===== src/rtl/buffer_memory_pkg.sv =====
// -----------------------------------------------------------------------------
// buffer_memory_pkg
// Shared defaults for the buffer_memory pipeline register.
//   BM_DATA_WIDTH_DEFAULT : default data path width
//   BM_DEPTH_DEFAULT      : default number of register stages (= latency)
//   BM_FLUSH_CNT_WIDTH    : width of the optional flush counter
// -----------------------------------------------------------------------------
package buffer_memory_pkg;

   localparam int BM_DATA_WIDTH_DEFAULT = 64;
   localparam int BM_DEPTH_DEFAULT      = 1;
   localparam int BM_FLUSH_CNT_WIDTH    = 16;

   // Per-stage operation selected at each edge, in priority order.
   typedef enum logic [1:0] {
      STG_RESET = 2'd0,
      STG_FLUSH = 2'd1,
      STG_LOAD  = 2'd2
   } stage_op_e;

   // Resolve rst > flush > load priority in one place so every stage agrees.
   function automatic stage_op_e stage_op(input logic rst, input logic flush);
      if (rst)        return STG_RESET;
      else if (flush) return STG_FLUSH;
      else            return STG_LOAD;
   endfunction

endpackage


===== src/rtl/buffer_stage.sv =====
// -----------------------------------------------------------------------------
// buffer_stage
// One pipeline register: a data word plus its valid bit. On reset or flush the
// stage becomes a bubble (FLUSH_VALUE, valid=0); otherwise it loads its input.
// Ports:
//   clk     : clock, rising edge
//   rst     : synchronous active-high reset
//   flush   : synchronous active-high flush
//   i_data  : data from the previous stage (or the buffer input)
//   i_vld   : valid from the previous stage (tied high for stage 0)
//   o_data  : registered data
//   o_vld   : registered valid
// -----------------------------------------------------------------------------
module buffer_stage
   import buffer_memory_pkg::*;
#(
   parameter int                    DATA_WIDTH  = BM_DATA_WIDTH_DEFAULT,
   parameter logic [DATA_WIDTH-1:0] FLUSH_VALUE = '0
) (
   input  logic                  clk,
   input  logic                  rst,
   input  logic                  flush,
   input  logic [DATA_WIDTH-1:0] i_data,
   input  logic                  i_vld,
   output logic [DATA_WIDTH-1:0] o_data,
   output logic                  o_vld
);

   logic [DATA_WIDTH-1:0] r_data;
   logic                  r_vld;
   stage_op_e             w_op;

   assign w_op = stage_op(rst, flush);

   always_ff @(posedge clk) begin
      case (w_op)
         STG_RESET,
         STG_FLUSH: begin
            r_data <= FLUSH_VALUE;
            r_vld  <= 1'b0;
         end
         default: begin
            r_data <= i_data;
            r_vld  <= i_vld;
         end
      endcase
   end

   assign o_data = r_data;
   assign o_vld  = r_vld;

endmodule


===== src/rtl/buffer_memory.sv =====
// -----------------------------------------------------------------------------
// buffer_memory
// Parameterised pipeline buffer between two processor stages. data_in is
// captured every edge and emerges on data_out DEPTH edges later. flush turns
// all in-flight contents into bubbles; rst does the same and also clears the
// optional flush counter. No handshake, no stall: the chain advances always.
//
// Parameters: DATA_WIDTH (>=1), DEPTH (>=1, latency), FLUSH_VALUE
// Ports:
//   clk         : clock, rising edge
//   rst         : synchronous active-high reset
//   flush       : synchronous active-high flush
//   data_in     : input word, captured into stage 0
//   data_out    : last stage contents (registered)
//   valid_out   : last stage holds captured data (registered)
//   flush_count : 16-bit saturating count of flush edges, only when the
//                 macro BUFFER_MEMORY_FLUSH_CNT_EN is defined
// -----------------------------------------------------------------------------
module buffer_memory
   import buffer_memory_pkg::*;
#(
   parameter int                    DATA_WIDTH  = BM_DATA_WIDTH_DEFAULT,
   parameter int                    DEPTH       = BM_DEPTH_DEFAULT,
   parameter logic [DATA_WIDTH-1:0] FLUSH_VALUE = '0
) (
   input  logic                          clk,
   input  logic                          rst,
   input  logic                          flush,
   input  logic [DATA_WIDTH-1:0]         data_in,
   output logic [DATA_WIDTH-1:0]         data_out,
   output logic                          valid_out
`ifdef BUFFER_MEMORY_FLUSH_CNT_EN
   ,
   output logic [BM_FLUSH_CNT_WIDTH-1:0] flush_count
`endif
);

   // Chain taps: index 0 is the buffer input, index i+1 is stage i's output.
   logic [DATA_WIDTH-1:0] w_data [0:DEPTH];
   logic                  w_vld  [0:DEPTH];

   assign w_data[0] = data_in;
   assign w_vld[0]  = 1'b1;   // anything loaded into stage 0 is real data

   for (genvar g = 0; g < DEPTH; g++) begin : g_stage
      buffer_stage #(
         .DATA_WIDTH  (DATA_WIDTH),
         .FLUSH_VALUE (FLUSH_VALUE)
      ) u_stage (
         .clk    (clk),
         .rst    (rst),
         .flush  (flush),
         .i_data (w_data[g]),
         .i_vld  (w_vld[g]),
         .o_data (w_data[g+1]),
         .o_vld  (w_vld[g+1])
      );
   end

   assign data_out  = w_data[DEPTH];
   assign valid_out = w_vld[DEPTH];

`ifdef BUFFER_MEMORY_FLUSH_CNT_EN
   logic [BM_FLUSH_CNT_WIDTH-1:0] r_flush_cnt;

   // rst wins over flush, so a simultaneous rst+flush clears rather than counts.
   always_ff @(posedge clk) begin
      if (rst)
         r_flush_cnt <= '0;
      else if (flush && (r_flush_cnt != '1))
         r_flush_cnt <= r_flush_cnt + 1'b1;
   end

   assign flush_count = r_flush_cnt;
`endif

endmodule


===== config.mk =====
export PLATFORM = sky130hd
export DESIGN_NAME = buffer_memory
export DESIGN_NICKNAME = d
export VERILOG_FILES = /design/src/rtl/buffer_memory_pkg.sv /design/src/rtl/buffer_stage.sv /design/src/rtl/buffer_memory.sv
export SDC_FILE = /design/constraint.sdc
export NUM_CORES = 1
export LEC_CHECK = 0
export BUFFER_PORTS_ARGS = -buffer_cell sky130_fd_sc_hd__buf_2
export CAP_MARGIN = 0
export CELL_PAD_IN_SITES_DETAIL_PLACEMENT = 1
export CELL_PAD_IN_SITES_GLOBAL_PLACEMENT = 2
export CORE_MARGIN = 5
export CORE_UTILIZATION = 26
export DETAILED_ROUTE_END_ITERATION = 12
export MAX_ROUTING_LAYER = met4
export PLACE_DENSITY_LB_ADDON = 0.1
export SYNTH_ARGS = -nofsm -noshare
export SYNTH_HDL_FRONTEND = slang
export SYNTH_HIERARCHICAL = 1
export SYNTH_SLANG_ARGS = --single-unit

===== constraint.sdc =====
create_clock -name clk -period 0.8 [get_ports clk]
set_input_delay 0.04 -clock clk [delete_from_list [all_inputs] [get_ports clk]]
set_output_delay 0.04 -clock clk [all_outputs]
set_load 0.05 [all_outputs]

==> results.toml, run 1 <==
[pwr]
peakVddDrop_uv = 726.9
p_per_area_nw_per_um2 = 1758
finalPower_mw = 7.888
leakage_nw = 1.887

[clock_tree]
clock_sinks = 65
cts_tree = "done"
cts_max_path_buffers = 2
h-tree-depth = 3
clkTransAtPathRegs_ns = 0.07
cts_setup_buffers = 0
cts_buffers = 9
cts-root-buf = "clkbuf_8"

[layout]
fin_area_um2 = 4488
nFillCells = 816
area_delta_synth_final_pct = 105.4
drive_above_1_share = 0.7672
seq_area_um2 = 1383
antenna-diode-count = 0
final_common_cell = "dfxtp_2"
layout_common_cells = "65 x dfxtp_2, 64 x dlygate4sd3_1, 64 x buf_2"
fin_nets = 411
multi_input_area_um2 = 742.0
finalNonFillerCells = 453

[detailed_routing]
drtIter0Drc = 33
via_per_inst = 4.064
vias = 1841
routed_wl_um = 7003
dr.pass1.iters = 4
drcViolationCount = 0
drtAntennaViolNets = 0
wire_per_inst_um = 15.46

[sta]
hold_ws_ns = 0.08066
max_freq_mhz = 1164
finalHoldViolCount = 0
rsz0062_at_grt = "true"
fin_crit_sh = 1.074
finalWorstSetupSlack_ns = -0.05886
final_max_slew_viol_count = 0
period_needed_ns = 0.8589
fin_tns_setup_ns = -2.656
setup_viol = 65

[setup_path]
crit_fanout = 1
crit_path_end_kind = "primary output"
critical-path-top-delay-family = "flip-flops"
worstPathRequired_ns = 0.76
worstPathBufferInverterCount = 1
startpoint_type = "register"
arrival_ns = 0.82
slowest_stage = "dfxtp_2"
cpPeakStageDelay_ns = 0.34
crit_type = "register to primary output"
cp_cell_sequence = "buf_8"

[logic_synthesis]
synth_top_area_cell = "dfxtp_1"
synth.distinct_cells = 7
seq_area_frac_synth = 0.5956
ys_top_cells_by_area = "dfxtp_1 60%, nor3b_2 29%, buf_6 5.7%, nor3b_1 5.2%, buf_2 0.46%"
synth_nets = 212
synth_cells = 145
yosysWarnings = 6
syn_area_per_cell_um2 = 15.07
synth_top_cell_area_share = 0.5956
syn_area_um2 = 2185
ys_ff_latch = 65

[job]
drv_cap = 0

[die]
rows = 33
start_util = 0.2659
die_width_um = 101.7
core_um2 = 8217
io_pins = 132
dieArea_um2 = 10340
die_h_um = 101.7

[grt]
antenna_found_initial = 0
grt_start_max_net_pins = 22
grt_usage = 0.1455
grt_overflow = 0
grt_pass1_vias = 2111
grt_pass1_wl_um = 10910

[run_status]
violations = "setup timing"
status = "finished, violations left"

[placed_design]
port-buffer-count = 131
place_inst = 374
dpl.hpwl_um = 4260
placed_cell_area_um2 = 2950
routabilityCongestion = 0.6786

[worst_hold_path]
hold_path.class = "input port to register"
## area by class of cell
class                   count  area share
repair buffers            202      0.4539
flip-flops and latches     65      0.3081
multi-input cells          66      0.1653
clock buffers              12     0.03457
well taps                 105     0.02927
clock inverters             3    0.008921
## logic make-up after synthesis
logic type,share of synthesized area
other cells,0.001717
flops,0.5956
simple gates,0.3379
buf+inv,0.06472
## what timing repair did
item	in CTS	in global routing
resized for setup	250	2
endpoints found under the setup margin	65	65
pin swaps	0	0
endpoints found under the hold margin	64	0
hold buffers	64	0
cloned	0	0
## routing by layer
metal	share of wire	wire length (um)	GRT usage
met2	0.53	3726	0.2565
met3	0.086	602	0.04890
met5	0	0	-
met1	0.37	2602	0.1489
met4	0.010	72	0.05521
## sequential cells by signal, summed over array words and instances (netlist names)
name	cells
g_stage.u_stage/o_data	64
g_stage.u_stage/o_vld	1
## path summary, 6_finish.rpt
path,start,end,slack (ns),depth (start not counted)
max,g_stage[0].u_stage/o_data[47],data_out[47],-0.06,1
min,flush,g_stage[0].u_stage/o_data[55],0.08,2
## cells in the mapped netlist, drive strengths merged
cell type and number:
buf 14, dfxtp 65, conb 1, nor3b 65
## stage by stage
step,utilization,worst slack (ns)
after global routing,0.5462,-0.1130
after global placement,0.3591,0.05039
after floorplan,-,0.1727
final,0.5462,-0.05886
after CTS,0.5453,-0.08290
after detailed placement,0.3591,0.04662
## report_power, final
group / switching [mW] / internal (mW)
combinational: 0.790 / 0.825
sequential: 0.0811 / 3.39
clock: 1.21 / 1.58
Power figures use the tool's default switching activity.
==> run 2, diff against run 1 <==
Settings changed: CELL_PAD_IN_SITES_GLOBAL_PLACEMENT 2 to 1, CORE_UTILIZATION 26 to 32, PLACE_DENSITY from default to 0.75, PLACE_DENSITY_LB_ADDON 0.1 to default.
==> results.toml, run 2 (same netlist as run 1, synthesis figures left out) <==
[run_status]
status = "finished, violations left"
violations = "setup timing"

[die]
io_pins = 132
die_width_um = 92.63
core_um2 = 6719
start_util = 0.3251
die_h_um = 92.63
rows = 30
dieArea_um2 = 8579

[sta]
rsz0062_at_grt = "true"
period_needed_ns = 0.8691
max_freq_mhz = 1151
finalWorstSetupSlack_ns = -0.06914
setup_viol = 65
finalHoldViolCount = 0
final_max_slew_viol_count = 0
fin_crit_sh = 1.086

[layout]
largest_reg_flops = 64
drive_above_1_share = 0.7644
finalNonFillerCells = 428
multi_input_area_um2 = 742.0
antenna-diode-count = 0
layout_common_cells = "65 x dlygate4sd3_1, 65 x dfxtp_2, 64 x buf_2"
nFillCells = 625
fin_util = 0.6641
fin_nets = 410
area_delta_synth_final_pct = 104.2
seq_area_um2 = 1383

[grt]
grt_pass1_vias = 2240
grt_pass1_wl_um = 11660
antenna_found_initial = 0
grt_start_max_net_pins = 33
grt_overflow = 0
grt_usage = 0.1860

[worst_hold_path]
holdPathStages = 3
hold_path.class = "input port to register"

[clock_tree]
cts_tree = "done"
h-tree-depth = 3
cts_max_path_buffers = 2
cts_setup_buffers = 0
cts_buffers = 9
cts-root-buf = "clkbuf_8"
clkTransAtPathRegs_ns = 0.07
clock_sinks = 65

[pwr]
peakVddDrop_uv = 967.5
p_per_area_nw_per_um2 = 1812
leakage_nw = 1.883

[setup_path]
crit_type = "register to primary output"
path_depth = 1
arrival_ns = 0.83
critical-path-top-delay-family = "flip-flops"
slowest_stage = "dfxtp_2"
worstPathBufferInverterCount = 1
crit_fanout = 1
worstPathRequired_ns = 0.76
cpPeakStageDelay_ns = 0.35
cp_cell_sequence = "buf_8"
crit_path_end_kind = "primary output"
startpoint_type = "register"

[detailed_routing]
vias = 1830
drtIter0Drc = 52
dr.pass1.iters = 4
wire_per_inst_um = 18.06
drcViolationCount = 0
via_per_inst = 4.276
drtAntennaViolNets = 0
routed_wl_um = 7730

[job]
drv_cap = 0

[placed_design]
place_inst = 347
dpl.hpwl_um = 3912
routabilityCongestion = 0.6923
port-buffer-count = 131
==> run 2: cell count changes in the layout (fill, tap and decap cells not counted), sizes merged <==
cell,change
buf,-2
clkinv,+1
dlygate4sd3,+1
clkinvlp,+1
clkbuf,-2
bufinv,+1
==> run 2: final timing paths <==
check | start | to
setup / recovery | g_stage[0].u_stage/o_data[30] | data_out[30]
hold / removal | rst | g_stage[0].u_stage/o_data[24]
==> run 2: cell type report <==
type / instances / share of cell area
flip-flops and latches: 65 / 0.3099
repair buffers: 201 / 0.4543
multi-input cells: 66 / 0.1663
clock buffers: 10 / 0.02860
well taps: 80 / 0.02243
clock inverters: 6 / 0.01851
==> run 2: routing by layer <==
metal,global-route usage,wire [um]
met5,-,0
met4,0.07448,197
met3,0.04874,433
met2,0.3644,4453
met1,0.1684,2646
==> run 2: power by group <==
group / switching, mW / total [mW] / leakage, nW / internal (mW)
Clock: 1.24 / 2.98 / 0.106 / 1.74
Sequential: 0.0901 / 3.48 / 0.559 / 3.39
Combinational: 0.801 / 1.62 / 1.22 / 0.821
Total: 2.13 / 8.08 / 1.88 / 5.95
==> run 2: timing repair <==
item | CTS | global route
endpoints found under the setup margin | 65 | 66
pin swaps | 0 | 0
gates resized for setup | 240 | 14
hold buffers | 65 | 1
endpoints found under the hold margin | 65 | 5
gates cloned | 0 | 0
==> run 2: through the flow <==
step / hold slack (ns) / TNS (ns) / worst slack [ns] / power, mW / area [um^2]
after floorplan: 0.1971 / 0 / 0.1727 / 4.260 / 2185
after CTS: 0.09421 / -3.847 / -0.07669 / 8.099 / 4409
after detailed placement: 0.2842 / 0 / 0.09169 / 4.576 / 2892
after global routing: 0.09222 / -5.144 / -0.1072 / 8.364 / 4462
after global placement: 0.2771 / 0 / 0.1559 / 4.558 / 2892
final: 0.1061 / -2.747 / -0.06914 / 8.083 / 4462
